[config.mk]
export PLATFORM = sky130hd
export DESIGN_NAME = btn_tx_sched
export DESIGN_NICKNAME = d
export VERILOG_FILES = /design/src/rtl/btn_tx_sched.sv
export SDC_FILE = /design/constraint.sdc
export NUM_CORES = 1
export LEC_CHECK = 0
export CAP_MARGIN = 40
export CELL_PAD_IN_SITES_DETAIL_PLACEMENT = 1
export CELL_PAD_IN_SITES_GLOBAL_PLACEMENT = 1
export CORE_UTILIZATION = 45
export CTS_CLUSTER_SIZE = 30
export DETAILED_ROUTE_END_ITERATION = 7
export PLACE_DENSITY = 0.85
export SYNTH_ARGS = -nofsm -noshare
export SYNTH_HDL_FRONTEND = slang
export SYNTH_SLANG_ARGS = --single-unit
[constraint.sdc]
create_clock -name cclk -period 2.4 [get_ports cclk]
set_input_delay 0.48 -clock cclk [delete_from_list [all_inputs] [get_ports cclk]]
set_output_delay 0.48 -clock cclk [all_outputs]
set_load 0.02 [all_outputs]
[src/rtl/btn_tx_sched.sv]
// Button-press scheduler: debouncer tick, edge detect, per-button pending queue
// and round-robin grants to the UART transmitter with an acknowledge timeout.
module btn_tx_sched #(
  parameter int         TICK_DIV  = 50000,
  parameter logic [7:0] CODE_BASE = 8'h30,
  parameter int         ACK_TO    = 16
) (
  input  logic       cclk,
  input  logic       clr_n,
  output logic       db_tick,
  input  logic [3:0] btn,
  input  logic       tx_busy,
  output logic       tx_start,
  output logic [7:0] tx_data,
  output logic [3:0] pending,
  output logic       drop,
  output logic       err,
  output logic [1:0] dbg_state
);

  localparam int TW = (TICK_DIV > 2) ? $clog2(TICK_DIV) : 1;
  localparam int AW = $clog2(ACK_TO + 1);
  localparam logic [TW-1:0] TLAST = TW'(TICK_DIV - 1);
  localparam logic [AW-1:0] ALIM  = AW'(ACK_TO);

  localparam logic [1:0] S_IDLE  = 2'd0;
  localparam logic [1:0] S_SEND  = 2'd1;
  localparam logic [1:0] S_ACK   = 2'd2;
  localparam logic [1:0] S_DRAIN = 2'd3;

  logic [TW-1:0] tcnt;
  logic [3:0]    btn_q;
  logic [3:0]    rise;
  logic [3:0]    clr_mask;
  logic [1:0]    state;
  logic [1:0]    gnt;
  logic [1:0]    last;
  logic [1:0]    win;
  logic [AW-1:0] acnt;
  logic [AW-1:0] acnt_inc;

  assign dbg_state = state;
  assign acnt_inc  = acnt + 1'b1;

  always_ff @(posedge cclk or negedge clr_n) begin
    if (!clr_n) begin
      tcnt    <= '0;
      db_tick <= 1'b0;
    end else begin
      db_tick <= (tcnt == TLAST);
      tcnt    <= (tcnt == TLAST) ? '0 : tcnt + 1'b1;
    end
  end

  // A set on the same cycle as the grant's clear wins, so that press survives.
  assign rise     = btn & ~btn_q;
  assign clr_mask = (state == S_SEND) ? (4'b0001 << gnt) : 4'b0000;

  always_ff @(posedge cclk or negedge clr_n) begin
    if (!clr_n) begin
      btn_q   <= 4'b0000;
      pending <= 4'b0000;
      drop    <= 1'b0;
    end else begin
      btn_q   <= btn;
      pending <= (pending & ~clr_mask) | rise;
      drop    <= |(rise & pending & ~clr_mask);
    end
  end

  // Round-robin search starting just after the last granted button.
  always_comb begin
    win = last;
    for (int j = 4; j >= 1; j--) begin
      if (pending[last + 2'(j)]) win = last + 2'(j);
    end
  end

  // Handshake: tx_start pulses for exactly one cycle (SEND) with tx_data valid
  // and held until the next start; the transmitter must raise tx_busy within
  // ACK_TO cycles, and no new start is issued until tx_busy has fallen again.
  always_ff @(posedge cclk or negedge clr_n) begin
    if (!clr_n) begin
      state    <= S_IDLE;
      gnt      <= 2'd0;
      last     <= 2'd3;
      acnt     <= '0;
      tx_start <= 1'b0;
      tx_data  <= 8'h00;
      err      <= 1'b0;
    end else begin
      tx_start <= 1'b0;
      case (state)
        S_IDLE: begin
          if ((pending != 4'b0000) && !tx_busy) begin
            gnt      <= win;
            tx_data  <= CODE_BASE + {6'd0, win};
            tx_start <= 1'b1;
            state    <= S_SEND;
          end
        end
        S_SEND: begin
          last  <= gnt;
          acnt  <= '0;
          state <= S_ACK;
        end
        S_ACK: begin
          if (tx_busy) begin
            state <= S_DRAIN;
          end else if (acnt_inc == ALIM) begin
            err   <= 1'b1;
            state <= S_IDLE;
          end else begin
            acnt <= acnt_inc;
          end
        end
        default: begin
          if (!tx_busy) state <= S_IDLE;
        end
      endcase
    end
  end

endmodule

[Word level (Yosys, flattened, before mapping)]
Index checks and enable logic that the tools add are counted.
W data, S select, Z words.
Word-level totals
  register bits: 47
  output and inout bits: 18
Operators by class
  bitwise logic cells: 8
  mux-type cells: 21
  add/subtract/negate cells: 6
  shifts and indexed selects: 1
  reductions and logical operators: 10
  equality and inequality tests: 9
  magnitude comparators: 3
Operator list (count)
  $add A16 B1 Y16 const B: 1
  $and A4 B4 Y4: 4
  $eq A16 B16 Y1 const B: 1
  $mux W16: 1
  $mux W2: 7
  $mux W5: 2
  $pmux W5 S2: 1
  $lt A2 B3 Y1 const B: 3
  $reduce_and A3 Y1: 3
  $not A4 Y4: 2
  $add A6 B2 Y7 const A: 1
  $bmux W1 S2: 3
  $ne A2 B2 Y1 const B: 3
  $pmux W2 S3: 1
  $add A5 B1 Y5 const B: 1
  $eq A5 B5 Y1 const B: 1
  $mux W1: 5
  $add A2 B2 Y2 const B: 2
  $mux W4: 1
  $ne A4 B1 Y1 const B: 1
  $or A4 B4 Y4: 1
  $reduce_bool A4 Y1: 1
  $reduce_or A4 Y1: 1
  $shl A1 B2 Y4 const A: 1
  10 further kinds: 10

[Longest topological paths before layout]
Gate-level depths: netlist of run 1.
  word-level depth: 7
  gate-level depth with buffers: 5
  gate-level depth less buffers: 5

[Least setup slack after synthesis of run 1]
Ideal clock, no wire load.
  kind: register -> register
  from: register pending[2]
  to: register tx_data[4]
  setup time: 0.123 ns
  arrival time: 1.369 ns
  data required time: 2.277 ns
  cell stages (with the launch flop): 3
  setup slack: 0.908 ns
  buffers on the path: 0
  cell sequence: dfrtp_1 -> o41ai_1 -> or2b_1
On the way
  longest elaborated chain between the ends: 6
RTL lines
  start: declaration: RTL line 15  | output logic [3:0] pending,
  start signal: assignment: RTL line 66  | pending <= (pending & ~clr_mask) | rise;
  $bmux W1 S2: RTL line 75  | if (pending[last + 2'(j)]) win = last + 2'(j);
  $mux W1 (not written as such): RTL line 75
  $mux W2 (3 in series): RTL line 75
  $add A6 B2 Y7: RTL line 97  | tx_data <= CODE_BASE + {6'd0, win};
  end signal: assignment: RTL line 97
  end: declaration: RTL line 14  | output logic [7:0] tx_data,
Several ways; a longest one is shown, not always the timed one. The select of a mux whose other input is x is not followed.
A chain may end at the register's enable or synchronous reset.

[Worst setup path after layout of run 1]
  from: register state[1] (netlist: dbg_state[1])
  to: output port dbg_state[1]
RTL lines
  start: declaration: RTL line 35  | logic [1:0] state;
  start signal: assignment: RTL line 84  | state <= S_IDLE;
  start signal: assignment: RTL line 99  | state <= S_SEND;
  start signal: assignment: RTL line 105  | state <= S_ACK;
  end: declaration: RTL line 18  | output logic [1:0] dbg_state
No word-level cell between the ends.

==> impl_metrics.py, run 1 <==
metrics = {
    "run_status": {
        "status": "completed",
    },
    "hold_path": {
        "holdCritStartpoint": "btn_q[2]",
        "min_path_type": "flip-flop to flip-flop",
    },
    "timing": {
        "clock.fmax_mhz": 516,
        "setup-tns-final_ps": 0,
        "timing_max_transition_violations_final": 0,
        "final_hold_viol_count": 0,
        "tightestPinTransition_ps": 786,
        "clock-skew-final_ps": 15.8,
        "timing.max_slew.rel_slack": 0.469,
        "final.min_clock_period_ps": 1940,
        "grt_setup_unrepaired": "no",
        "setup_viol": 0,
        "fin_crit_sh": 0.807,
    },
    "synthesis": {
        "synthesis.instances": 175,
        "most_instantiated_flip_flop_cell_in_the_synthesis_netlist": "sky130_fd_sc_hd__dfrtp_1",
        "synth_top_cell_by_area": "sky130_fd_sc_hd__dfrtp_1",
        "synth-edff-count": 0,
        "sequential_to_total_area_share_from_yosys_stat": 0.542,
        "ys_async_sr_fraction": 1.00,
        "synth.cells.most_frequent": "sky130_fd_sc_hd__dfrtp_1 (38), sky130_fd_sc_hd__nand2_1 (18), sky130_fd_sc_hd__nor2_1 (13), sky130_fd_sc_hd__o21ai_0 (10), sky130_fd_sc_hd__xor2_1 (10)",
        "yosys-top-cells-area": "sky130_fd_sc_hd__dfrtp_1 (51%), sky130_fd_sc_hd__xor2_1 (4.7%), sky130_fd_sc_hd__nand2_1 (3.6%)",
        "synth.top_cell.area_share": 0.513,
        "yosys.cell_count.top_type": "sky130_fd_sc_hd__dfrtp_1",
        "syn_avg_cell_area_um2": 10.6,
        "synth.distinct_cells": 39,
        "netlist_area_um2": 1850,
        "ys_seq_elements": 40,
        "synth-warning-count": 0,
    },
    "setup_path": {
        "worst_path_max_delay_cell": "sky130_fd_sc_hd__clkdlybuf4s50_1",
        "setup.worst_path.start": "dbg_state[1]",
        "critical_path.top_delay_family": "buffers and inverters",
        "timing.setup.critical_path_class": "flip-flop to output port",
        "worst-path-buf-inv": 1,
        "critPathMaxStageDelay_ps": 660,
        "critical_path.max_fanout": 8,
        "worstReg2RegStart": "acnt[0]",
        "arr_time_crit_path_ps": 1460,
        "timing.critical_path.to_type": "output port",
        "setup.worst_path.start_class": "flip-flop",
        "critPathRequiredTime_ps": 1920,
        "path_cells": "clkdlybuf4s50_1",
    },
    "pwr": {
        "p_per_area_nw_per_um2": 982,
        "vdd_drop_max_mv": 0.421,
        "cellLeakagePower_nw": 1.02,
        "overall_power_after_layout_mw": 2.19,
    },
    "floorplan": {
        "initial_utilization": 0.488,
        "core.rowCount": 22,
        "die_y_um": 66.2,
        "dieWidth_um": 66.2,
        "die_area_um2": 4380,
        "ioPinCount": 25,
        "core-area_um2": 3800,
    },
    "placement": {
        "port_buffers": 20,
        "dpl-instance-area_um2": 2100,
        "detailedPlacementHpwl_um": 3070,
        "weighted_congestion_reported_at_the_end_of_routability_driven_placement": 0.848,
    },
    "global_route": {
        "groute.usage.overall": 0.236,
        "grt_pass1_vias": 1569,
        "grt_overflow": 0,
        "grt_start_max_net_pins": 40,
        "grt.met1_usage": 0.255,
        "grt_pass1_wl_um": 7400,
        "grt_util_met3": 0.0534,
        "met2_use_gr": 0.416,
        "grt_antenna_before_repair": 0,
        "global_route.peak_usage_layer": "met2",
    },
    "drt": {
        "detail_route.drc_violations": 0,
        "drt_pass1_iterations": 4,
        "vias_per_cell": 5.51,
        "postRouteAntennaNets": 0,
        "drt_iter0_drc": 110,
        "wl_per_cell_um": 17.4,
        "detailroute.via_count": 1377,
        "wl_um": 4350,
    },
    "clock_tree": {
        "cts-root-to-sink-buffers": 2,
        "cts_tree": "done",
        "clock_sink_count": 40,
        "total_cts_buffers": 5,
        "htree_num_levels": 2,
        "post_cts.resized_instances": 0,
        "clock_latency_ps": 300,
        "worst_setup_hold_path_clk_slew_ps": 90,
        "cts_root_buffer": "sky130_fd_sc_hd__clkbuf_8",
        "postCtsSetupRepairBufs": 0,
    },
    "final_layout": {
        "antenna_cells_inserted": 0,
        "layout.filler_cells": 418,
        "syn2layout_area_growth_pct": 20.3,
        "finalNetCount": 210,
        "drive_above_1_share": 0.0941,
        "final_design_area_no_fill_um2": 2230,
    },
    "job": {
        "drv_cap": 0,
    },
}
-- cells in the final DEF (no fill, tap or decap), types with 6 or more instances in the layout --
cell                              count
sky130_fd_sc_hd__nand3_1              8
sky130_fd_sc_hd__nor2_1              13
sky130_fd_sc_hd__clkdlybuf4s50_1     19
sky130_fd_sc_hd__nand2_1             18
sky130_fd_sc_hd__dfrtp_1             38
sky130_fd_sc_hd__inv_1                8
sky130_fd_sc_hd__xor2_1              10
sky130_fd_sc_hd__o21ai_0             10
sky130_fd_sc_hd__clkbuf_8             6
sky130_fd_sc_hd__nand4_1              9
-- metrics by stage --
stage           util  worst slack, ps  hold WS (ps)  cells
2_1_floorplan      -              908           184    178
3_3_place_gp   0.547              461           440    240
3_5_place_dp   0.552              331           283    241
4_1_cts        0.587              450           460    250
5_1_grt        0.587              418           504    250
6_report       0.587              463           457    250
-- path summary, 6_finish.rpt --
path	endpoint	slack (ps)	depth (start not counted)
setup / recovery	dbg_state[1]	460	1
hold / removal	pending[2]	460	1
setup reg to reg	acnt[4]	730	4
hold reg to reg	pending[2]	460	1
max in group asynchronous	last[1]	1410	3
min in group asynchronous	acnt[4]	530	2
-- flip-flops by register name, summed over array words and instances, names as in the netlist --
| register | cells |
|---|---|
| btn_q | 4 |
| last | 2 |
| drop | 1 |
| dbg_state | 2 |
| tcnt | 16 |
| pending | 4 |
| err | 1 |
| db_tick | 1 |
| tx_start | 1 |
| tx_data | 2 |
| acnt | 5 |
| gnt | 1 |
-- layer usage --
metal / up-vias / part of all wire
met4: 0 / 0.024
met3: 9 / 0.025
met2: 27 / 0.54
li1: 655 / -
met1: 686 / 0.41
met5: - / 0
-- what timing repair did --
item                                    CTS  global route
endpoints found under the setup margin    0             0
endpoints found under the hold margin     1             0
hold buffers                              1             0
-- worst register-to-register path, cell delays in order (launching register included) --
cell                      delay [ps]
sky130_fd_sc_hd__dfrtp_1         490
sky130_fd_sc_hd__ha_1            280
sky130_fd_sc_hd__nand2_1         100
sky130_fd_sc_hd__o21ai_1         450
sky130_fd_sc_hd__mux2i_1         270
-- area by class of cell --
| class | instances | area [um2] | share of cell area |
|---|---|---|---|
| clock inverter | 2 | 38.8 | 0.0174 |
| clock buffer | 6 | 82.6 | 0.0371 |
| sequential | 40 | 1000 | 0.450 |
| multi-input combinational | 124 | 788 | 0.354 |
| tap | 48 | 60.1 | 0.0270 |
| timing repair buffer | 22 | 225 | 0.101 |
| inverter | 8 | 30.0 | 0.0135 |
-- cells by family (layout without fill, tap and decap cells) --
group,count (synthesis),after routing,synth area share
AO/OA/AOI/OAI,23,23,0.0763
XOR/XNOR,15,15,0.0709
adder cells (fa/ha/maj),2,2,0.0135
buffers and inverters,14,38,0.0392
flip-flops,40,40,0.542
multiplexers,3,3,0.0162
other,1,4,0.00202
AND/OR/NAND/NOR,77,77,0.240
-- report_power, final --
group | internal, mW | total (mW) | leakage (nW) | switching, mW
sequential | 0.807 | 0.993 | 0.487 | 0.186
combinational | 0.287 | 0.609 | 0.473 | 0.322
clock | 0.340 | 0.586 | 0.0614 | 0.246
(Power assumes the default switching activity.)
==> run 2, diff against run 1 <==
Settings changed: CORE_UTILIZATION 45 to 38, PLACE_DENSITY 0.85 to 0.76.
Clock period 2.4 ns to 1.6 ns, I/O delays scaled along.
==> impl_metrics.py, run 2 (same netlist as run 1, synthesis figures left out) <==
metrics = {
    "global_route": {
        "grt_pass1_wl_um": 7640,
        "grt_antenna_before_repair": 0,
        "grt_overflow": 0,
        "grt_pass1_vias": 1570,
        "groute.usage.overall": 0.193,
        "grt_start_max_net_pins": 18,
    },
    "timing": {
        "clock.fmax_mhz": 651,
        "setup_viol": 0,
        "fin_crit_sh": 0.959,
        "tightestPinTransition_ps": 513,
        "timing_max_transition_violations_final": 0,
        "grt_setup_unrepaired": "no",
        "clock-skew-final_ps": 10.2,
        "final.min_clock_period_ps": 1540,
        "timing.max_slew.rel_slack": 0.654,
        "setup_ws_ps": 65.0,
        "final_hold_viol_count": 0,
    },
    "drt": {
        "topmost_layer_with_routed_signal_wires": "met4",
        "met1_length_um": 1850,
        "detailroute.wirelength.met3_um": 130,
        "drt_iter0_drc": 69,
        "drt_pass1_iterations": 4,
        "detail_route.drc_violations": 0,
        "routed-wl-met2_um": 2340,
        "vias_per_cell": 5.32,
        "wl_per_cell_um": 16.1,
        "postRouteAntennaNets": 0,
        "detailroute.via_count": 1446,
        "wl_um": 4390,
    },
    "clock_tree": {
        "worst_setup_hold_path_clk_slew_ps": 80,
        "cts-root-to-sink-buffers": 2,
        "total_cts_buffers": 5,
        "cts_root_buffer": "sky130_fd_sc_hd__clkbuf_8",
        "postCtsSetupRepairBufs": 0,
        "htree_num_levels": 2,
        "clock_sink_count": 40,
        "cts_tree": "done",
        "clock_latency_ps": 290,
    },
    "setup_path": {
        "arr_time_crit_path_ps": 1220,
        "path_cells": "clkdlybuf4s50_1",
        "timing.setup.critical_path_class": "flip-flop to output port",
        "critical_path.top_delay_family": "buffers and inverters",
        "critPathRequiredTime_ps": 1280,
        "setup.worst_path.start": "tx_start",
        "timing.critical_path.to_type": "output port",
        "critical_path.max_fanout": 1,
        "worstReg2RegStart": "tcnt[2]",
        "critPathMaxStageDelay_ps": 590,
        "setup.worst_path.start_class": "flip-flop",
        "worst_path_max_delay_cell": "sky130_fd_sc_hd__clkdlybuf4s50_1",
        "worst-path-buf-inv": 1,
    },
    "hold_path": {
        "holdCritStartpoint": "btn_q[0]",
        "min_path_type": "flip-flop to flip-flop",
    },
    "final_layout": {
        "antenna_cells_inserted": 0,
        "finalNetCount": 226,
        "layout.filler_cells": 518,
        "largest_register_ffs": 16,
        "syn2layout_area_growth_pct": 26.5,
        "largest_registers": "tcnt (16), acnt (5)",
        "layout.cells.non_filler": 272,
        "drive_above_1_share": 0.179,
        "most_common_library_cell_in_the_layout_ignoring_fill_and_taps": "sky130_fd_sc_hd__dfrtp_1",
        "registers.top_by_ff_count": "tcnt",
        "most-common-layout-cells": "sky130_fd_sc_hd__dfrtp_1 (37), sky130_fd_sc_hd__nand2_1 (18), sky130_fd_sc_hd__buf_4 (17), sky130_fd_sc_hd__nor2_1 (13)",
    },
    "placement": {
        "port_buffers": 20,
        "dp.cells": 263,
        "detailedPlace.worstSlack_ps": -120,
        "detailedPlacementHpwl_um": 3280,
        "weighted_congestion_reported_at_the_end_of_routability_driven_placement": 0.838,
    },
    "pwr": {
        "overall_power_after_layout_mw": 3.23,
        "vdd_drop_max_mv": 0.535,
        "cellLeakagePower_nw": 1.11,
        "p_per_area_nw_per_um2": 1380,
    },
    "floorplan": {
        "core-area_um2": 4690,
        "die_y_um": 71.8,
        "dieWidth_um": 71.8,
        "core.rowCount": 25,
        "die_area_um2": 5160,
        "ioPinCount": 25,
        "initial_utilization": 0.395,
    },
    "job": {
        "drv_cap": 0,
    },
    "run_status": {
        "status": "completed",
    },
}
==> run 2: final timing paths <==
check	end	slack (ps)	depth (start not counted)
setup / recovery	tx_start	60	1
hold / removal	pending[0]	450	1
setup reg to reg	tcnt[11]	110	4
hold reg to reg	pending[0]	450	1
max in group asynchronous	acnt[0]	530	3
min in group asynchronous	err	460	2
==> run 2: per-layer routing <==
metal / global-route usage / vias to the layer above
met5: 0 / -
met4: 0.0675 / 0
met3: 0.0380 / 6
met2: 0.341 / 30
met1: 0.236 / 725
li1: - / 685
==> run 2: layout make-up <==
cell class                      count  area, um2  area share
Timing Repair Buffer               38        325       0.139
Clock buffer                        5       68.8      0.0293
Tap cell                           54       67.6      0.0288
Sequential cell                    40       1000       0.428
Inverter                            8       30.0      0.0128
Multi-Input combinational cell    124        806       0.344
Clock inverter                      3       42.5      0.0181
==> run 2: stage by stage <==
stage | util | hold slack, ps | cell area (um2) | setup TNS, ps
floorplan | - | 24.4 | 1860 | 0
global placement | 0.471 | 240 | 2210 | 0
detailed placement | 0.471 | 250 | 2210 | -176
CTS | 0.496 | 459 | 2330 | 0
global route | 0.500 | 480 | 2340 | 0
finish | 0.500 | 448 | 2340 | 0
==> run 2: timing repair <==
action / in CTS / in global routing
endpoints found under the setup margin: 19 / 9
pin swaps: 0 / 0
gates resized for setup: 11 / 5
hold buffers: 1 / 0
hold endpoints to repair: 12 / 0
==> run 2: where the power goes <==
| part | switching [mW] | leakage (nW) | internal, mW | total [mW] |
|---|---|---|---|---|
| sequential | 0.248 | 0.486 | 1.21 | 1.46 |
| clock | 0.352 | 0.0541 | 0.461 | 0.813 |
| combinational | 0.518 | 0.567 | 0.432 | 0.950 |
| total | 1.12 | 1.11 | 2.11 | 3.23 |
==> run 3, diff against run 2 <==
Settings changed: SKIP_LAST_GASP set to 1.
==> results of run 3 <==
Final layout, timing and power as in run 2 (identical DEF).
